## config.mk

```make
export PLATFORM = sky130hd
export DESIGN_NAME = multicycle_control_fsm
export DESIGN_NICKNAME = d
export VERILOG_FILES = /design/src/rtl/multicycle_control_fsm.sv
export SDC_FILE = /design/constraint.sdc
export NUM_CORES = 1
export LEC_CHECK = 0
export BUFFER_PORTS_ARGS = -buffer_cell sky130_fd_sc_hd__buf_4
export CORE_ASPECT_RATIO = 1.2
export CORE_MARGIN = 2
export CORE_UTILIZATION = 25
export DETAILED_ROUTE_END_ITERATION = 8
export HOLD_SLACK_MARGIN = 0.06
export PLACE_DENSITY = 0.54
export SYNTH_ARGS = -nofsm -noshare
export SYNTH_HDL_FRONTEND = slang
export SYNTH_SLANG_ARGS = --single-unit
```

## constraint.sdc

```tcl
create_clock -name clk -period 2.4 [get_ports clk]
set_input_delay 0.48 -clock clk [delete_from_list [all_inputs] [get_ports clk]]
set_output_delay 0.48 -clock clk [all_outputs]
set_load 0.02 [all_outputs]
```

## src/rtl/multicycle_control_fsm.sv

```systemverilog
// multicycle_control_fsm: multi-cycle RV32I sequencer (FETCH/DECODE/EXEC/MEM/WB) for a shared
// datapath, trapping on illegal opcodes and on memory handshakes that exceed MEM_TIMEOUT cycles.
module multicycle_control_fsm #(
    parameter int MEM_TIMEOUT = 16,
    parameter int TO_W        = 5
) (
    input  logic       clk,
    input  logic       reset,
    input  logic [6:0] opcode,
    input  logic       imem_ready,
    input  logic       dmem_ready,
    input  logic       branch_taken,
    output logic       imem_req,
    output logic       ir_write,
    output logic       dmem_req,
    output logic       dmem_we,
    output logic       reg_write,
    output logic       alu_src,
    output logic       mem_to_reg,
    output logic [1:0] alu_op,
    output logic [1:0] rw_sel,
    output logic       pc_write,
    output logic [1:0] pc_src,
    output logic       retire,
    output logic       trap,
    output logic [2:0] state_dbg
);
    typedef enum logic [2:0] {
        RST    = 3'd0,
        FETCH  = 3'd1,
        DECODE = 3'd2,
        EXEC   = 3'd3,
        MEM    = 3'd4,
        WB     = 3'd5,
        TRAP   = 3'd6
    } state_t;

    localparam logic [6:0] OP_R     = 7'b0110011;
    localparam logic [6:0] OP_I     = 7'b0010011;
    localparam logic [6:0] OP_LW    = 7'b0000011;
    localparam logic [6:0] OP_SW    = 7'b0100011;
    localparam logic [6:0] OP_BR    = 7'b1100011;
    localparam logic [6:0] OP_JAL   = 7'b1101111;
    localparam logic [6:0] OP_JALR  = 7'b1100111;
    localparam logic [6:0] OP_LUI   = 7'b0110111;
    localparam logic [6:0] OP_AUIPC = 7'b0010111;
    localparam logic [TO_W-1:0] TO_LAST = TO_W'(MEM_TIMEOUT == 0 ? 0 : MEM_TIMEOUT - 1);

    state_t          state;
    logic [6:0]      op_q;
    logic [TO_W-1:0] wait_cnt;
    logic            ready;
    logic            timeout;
    logic            legal;

    // Only the ready of the memory currently being waited on matters.
    assign ready   = (state == FETCH) ? imem_ready : dmem_ready;
    assign legal   = opcode inside {OP_R, OP_I, OP_LW, OP_SW, OP_BR, OP_JAL, OP_JALR, OP_LUI, OP_AUIPC};
    assign timeout = (MEM_TIMEOUT != 0) && (wait_cnt == TO_LAST) && !ready;

    always_ff @(posedge clk or posedge reset) begin
        if (reset) begin
            state    <= RST;
            op_q     <= '0;
            wait_cnt <= '0;
        end else begin
            case (state)
                RST:     state <= FETCH;
                FETCH:   state <= imem_ready ? DECODE : (timeout ? TRAP : FETCH);
                DECODE: begin
                    op_q  <= opcode;
                    state <= legal ? EXEC : TRAP;
                end
                EXEC:    state <= (op_q == OP_LW || op_q == OP_SW) ? MEM : ((op_q == OP_BR) ? FETCH : WB);
                MEM:     state <= dmem_ready ? ((op_q == OP_LW) ? WB : FETCH) : (timeout ? TRAP : MEM);
                WB:      state <= FETCH;
                default: state <= TRAP;
            endcase
            // Zero outside the waiting states, so every entry to FETCH/MEM starts from a clean count.
            wait_cnt <= ((state == FETCH || state == MEM) && !ready) ? ((&wait_cnt) ? wait_cnt : wait_cnt + 1'b1) : '0;
        end
    end

    always_comb begin
        imem_req   = state == FETCH;
        ir_write   = state == FETCH && imem_ready;
        dmem_req   = state == MEM;
        dmem_we    = state == MEM && op_q == OP_SW;
        reg_write  = state == WB;
        mem_to_reg = state == WB && op_q == OP_LW;
        trap       = state == TRAP;
        state_dbg  = state;
        alu_src    = 1'b0;
        alu_op     = 2'b00;
        rw_sel     = 2'b00;
        pc_write   = 1'b0;
        pc_src     = 2'b00;
        retire     = 1'b0;
        case (state)
            EXEC: begin
                alu_src  = op_q inside {OP_LW, OP_SW, OP_I, OP_JALR};
                alu_op   = (op_q == OP_BR) ? 2'b01 :
                           (op_q inside {OP_R, OP_I}) ? 2'b10 :
                           (op_q inside {OP_JAL, OP_LUI}) ? 2'b11 : 2'b00;
                pc_write = op_q == OP_BR;
                pc_src   = {1'b0, op_q == OP_BR && branch_taken};
                retire   = op_q == OP_BR;
            end
            MEM: begin
                alu_src  = 1'b1;
                pc_write = dmem_ready && op_q == OP_SW;
                retire   = dmem_ready && op_q == OP_SW;
            end
            WB: begin
                retire   = 1'b1;
                pc_write = 1'b1;
                alu_src  = op_q == OP_JALR;
                rw_sel   = (op_q inside {OP_JAL, OP_JALR}) ? 2'b01 :
                           (op_q == OP_LUI) ? 2'b10 :
                           (op_q == OP_AUIPC) ? 2'b11 : 2'b00;
                pc_src   = (op_q == OP_JAL) ? 2'b01 : ((op_q == OP_JALR) ? 2'b10 : 2'b00);
            end
            default: ;
        endcase
    end
endmodule

```

# Yosys cells after proc, flatten, opt, wreduce, memory -nomap -nowiden
# Cells that the tools add are included.
[word_totals] reg_bits=15 inputBits=12 word_cells=73
[op_classes] n_addsub=1 n_eq_ne=26 muxes=25 n_reduce_logical=18
[ops] op="7-bit by 6-bit equality test with 1-bit output, second input constant" count=6
[ops] op="7-bit equality test, second input constant" count=6
[ops] op="7-bit by 5-bit equality test with 1-bit output, second input constant" count=4
[ops] op="2-bit two-way mux" count=11
[ops] op="3-bit two-way mux" count=7
[ops] op="3-bit one-hot mux with 5 select lines" count=1
[ops] op="7-bit by 2-bit equality test with 1-bit output, second input constant" count=2
[ops] op="5-bit two-way mux" count=2
[ops] op="3-bit equality test, second input constant" count=3
[ops] op="9-bit nonzero test" count=1
[ops] op="1-bit logical AND" count=7
[ops] op="3-bit by 2-bit equality test with 1-bit output, second input constant" count=2
[ops] op="1-bit one-hot mux with 3 select lines" count=2
[ops] op="2-bit nonzero test" count=3
[ops] op="5-bit by 1-bit adder with 5-bit output, second input constant" count=1
[ops] op="5-bit by 4-bit equality test with 1-bit output, second input constant" count=1
[ops] op="5-bit AND reduction" count=1
[ops] op="2-bit one-hot mux with 2 select lines" count=1
[ops] op="4-bit nonzero test" count=1
[ops] op="3-bit by 1-bit equality test with 1-bit output, second input constant" count=1
[ops] op="3-bit logical NOT" count=1
[ops] op="1-bit logical OR" count=2
[ops] op="2-bit inequality test, second input constant" count=1
[ops] op="2-bit OR reduction" count=1
[ops] op="other kinds (2)" count=2

# Longest topological paths before layout
[logic_depth] ltp_word=7 ltp_mapped=6 mapped_depth_nobuf=6

# Worst setup path before layout
# Ideal clock, no wire load.
[synth_path] path_kind="reg2out" from="register op_q[4]" to="output retire" arrival_time_ns=1.888 path_slack_ns=0.032 path_stages_with_launch=5 n_path_buf=1 path_cell_list="dfrtp_1 > nand3b_2 > or4_4 > o21ai_0 > buf_4"
[synth_via] elab_chain_cells=3
[synth_lines] item="from (decl)" line="50" rtl="logic [6:0] op_q;"
[synth_lines] item="from (signal assigned)" line="71" rtl="op_q <= opcode;"
[synth_lines] item="7-bit by 6-bit equality test with 1-bit output"
[synth_lines] item="1-bit logical AND"
[synth_lines] item="1-bit one-hot mux with 3 select lines *"
[synth_lines] item="to (decl)" line="24" rtl="output logic retire,"
# Every way passes the cells marked *; elsewhere a longest branch is shown, timed or not.

# Worst setup path after layout
[layout_path] from="register op_q[4]" to="output pc_src[0]"
[layout_via] elab_chain_cells=3
[layout_lines] item="7-bit equality test (on tied branches)" line="121, 106"
[layout_lines] item="2-bit two-way mux or 1-bit logical AND (tied branches)" line="121, 106"
[layout_lines] item="2-bit one-hot mux with 2 select lines *" line="99" rtl="case (state)"
[layout_lines] item="to (decl)" line="23" rtl="output logic [1:0] pc_src,"
# Marks and branches as above.

==> flow_summary.toml <==
[run_status]
status = "finished clean"

[placed_design]
dp_cells = 198
gp_congestion = 0.7636
io_buffer_count = 30
dpl_cell_area_um2 = 1370
place_ws_ns = 0.2365
place_hpwl_mm = 2.074

[worst_setup_path]
slowest_delay_ns = 0.50
setup.worst_path.start_class = "flop"
timing.critical_path.buf_inv = 1
r2r_start = "wait_cnt[0]"
path_class = "reg -> out"
crit_family = "simple AND/OR/NAND/NOR gates"
crit_chain = "nand3b_4, or4_4, o32ai_2, buf_4"
endpoint = "pc_src[0]"
reg2regPathDepth = 6
cp.required_ns = 1.92
worst-path-stages = 4
cp_max_fo = 11
r2r_slack_ns = 0.57
end_kind = "output port"
cpMaxStageDelayCell = "or4_4"
cp.arrival_ns = 1.83
r2r-end = "state_dbg[0]"
startpoint = "op_q[4]"

[synth]
synth_warnings = 0
synth_area_leader_cell = "dfrtp_1"
async_flop_share_pct = 100.0
synth_edf_count = 0
syn_nets = 134
synthTopCellsByArea = "dfrtp_1 34%, mux2_2 6.1%, nor3b_1 4.1%"
yosysMostFrequentCell = "dfrtp_1"
syn_area_um2 = 1105
synth_commonest_cells = "15 x dfrtp_1, 9 x nand2_1, 8 x nor2_1"
synth_top_area_share_pct = 33.98
yosysSeqAreaShare_pct = 33.98
syn_area_per_cell_um2 = 9.284
synthFlopType = "dfrtp_1"
ys_ff_latch = 15
ys_types = 48
syn_inst = 119

[clock_network]
cts-hold-fix-buffers = 0
clockBufferDepth = 2
cts.htree.levels = 1
clk-insertion-delay-late_ns = 0.24
cts_tree = "done"
numCtsBuffers = 3
cts-root-buf = "clkbuf_8"
clock_sinks = 15
clkTransAtPathRegs_ns = 0.06
cts_setup_buffers = 0

[power]
switching_share_pct = 44.62
p_clk_share_pct = 13.2
p_sw_mw = 0.6830
power.density_nw_per_um2 = 1072
seq_power_share_pct = 37.6
intPower_mw = 0.8477
p_leak_nw = 0.6212
combPwrFrac_pct = 49.2
ir_drop_mv = 0.2719

[grt]
grt_max_degree = 16
grt_pass1_vias = 994
grt_pass1_wl_mm = 4.381
grt_antenna_before_repair = 0
overflow = 0
grt_usage_pct = 10.80

[drt]
met2_length_mm = 1.250
top_layer = "met4"
wl_mm = 2.614
drtAntennaViolNets = 0
routed_via_density = 4.797
drc_errors = 0
wl_met3_um = 161
drtIter0Drc = 48
drt_first_pass_iters = 4
wl_met1_mm = 1.184
num_vias = 969
wl_per_cell_um = 12.94

[floorplanning]
boundaryPins = 31
dieWidth_um = 64.69
die_y_um = 76.82
dieArea_um2 = 4969
num_rows = 26
coreArea_um2 = 4262
start_util_pct = 25.92

[cells_and_area]
nets = 162
num-fill-cells = 451
antenna_cells = 0
synthToLayoutAreaGrowth_pct = 29.22
multi_input_area_um2 = 670.6
final_cells = 202
final_area_um2 = 1428
layout-drive-gt1-share_pct = 35.62
ff_latch_area_um2 = 377.9

[timing]
min_period_ns = 2.308
clock_skew_ns = 0.003605
grt_setup_unrepaired = "no"
hold_viol = 0
fmax_mhz = 433.3
setup_viol = 0
tightest_slew_ns = 0.6706
slew_headroom_pct = 55.10
period_share_pct = 96.16
slew_violations = 0
setup_tns_ns = 0
setup_ws_ns = 0.09210

[flow_run]
drv_cap = 0

[worst_hold_path]
min_path_type = "in -> async"
[power by group through the flow]
stage               clock network, mW  registers, mW  logic (mW)
floorplan                           0          0.455       0.634
global placement                    0          0.558       0.743
detailed placement                  0          0.567       0.752
CTS                             0.207          0.562       0.757
global route                    0.223          0.603       0.823
finish                          0.202          0.576       0.753
[worst reg2reg max path, cell delays in order (launching register included)]
cell and delay, ns:
dfrtp_1 0.41, ha_1 0.21, and3_1 0.19, ha_1 0.21, or2_2 0.29, a211oi_1 0.29, a221o_1 0.16
[cell type report]
| type | instances | share of cell area, % |
|---|---|---|
| Sequential cell | 15 | 26.47 |
| Clock inverter | 1 | 0.3506 |
| Timing Repair Buffer | 32 | 16.83 |
| Clock buffer | 3 | 2.892 |
| Tap cell | 56 | 4.908 |
| Inverter | 6 | 1.578 |
| Multi-Input combinational cell | 89 | 46.98 |
[worst min path at each step]
stage / slack, ns / end / depth (start not counted) / from
global placement: 0.52 / wait_cnt[3] / 2 / wait_cnt[3]
detailed placement: 0.54 / wait_cnt[3] / 2 / wait_cnt[3]
global route: 0.36 / wait_cnt[1] / 2 / reset
floorplan: 0.38 / op_q[0] / 1 / reset
finish: 0.30 / wait_cnt[0] / 2 / reset
CTS: 0.33 / op_q[1] / 2 / reset
[what timing repair did]
item	in CTS	in global routing
endpoints found under the setup margin	2	4
endpoints found under the hold margin	0	0
gates resized for setup	1	3
pin swaps	0	0
[metrics by stage]
stage               util [%]  hold slack [ns]  total power [mW]
floorplan                  -           0.3815             1.089
detailed placement     32.15           0.5386             1.319
global route           33.50           0.3563             1.650
CTS                    33.24           0.3272             1.526
finish                 33.50           0.2988             1.531
global placement       32.15           0.5221             1.301
[placed cells by master (no fill, tap or decap), types with 2 or more instances in the layout]
master	count
buf_4	32
dfrtp_1	13
nand2_1	9
nor2_1	8
mux2_2	6
nor3b_1	6
inv_1	6
a21oi_1	6
nand4b_1	3
and3b_1	3
ha_1	3
clkbuf_8	3
o21bai_1	2
xor2_1	2
and3_1	2
nand2b_1	2
nand3b_1	2
nand4_1	2
nand3_1	2
a211oi_1	2
o21ai_0	2
dfrtp_2	2
[per-layer routing]
layer | vias up | GRT usage, %
met3 | 2 | 2.933
met1 | 443 | 12.68
met4 | 0 | 3.617
met5 | - | 0
met2 | 23 | 18.75
li1 | 501 | -
[state kept, by name, indices dropped and copies added (netlist names)]
register,flops
op_q,7
wait_cnt,5
state_dbg,3
[cells by family (layout without fill, tap and decap cells)]
logic type	after synthesis	count (layout)	synth area share, %
simple gates	51	51	30.13
compound gates	25	25	16.99
flops	15	15	33.98
buf+inv	15	42	6.114
mux	7	7	7.021
fa+ha+maj	3	3	3.398
xor+xnor	3	3	2.379
Note: power is estimated with default switching activity, not from simulation.
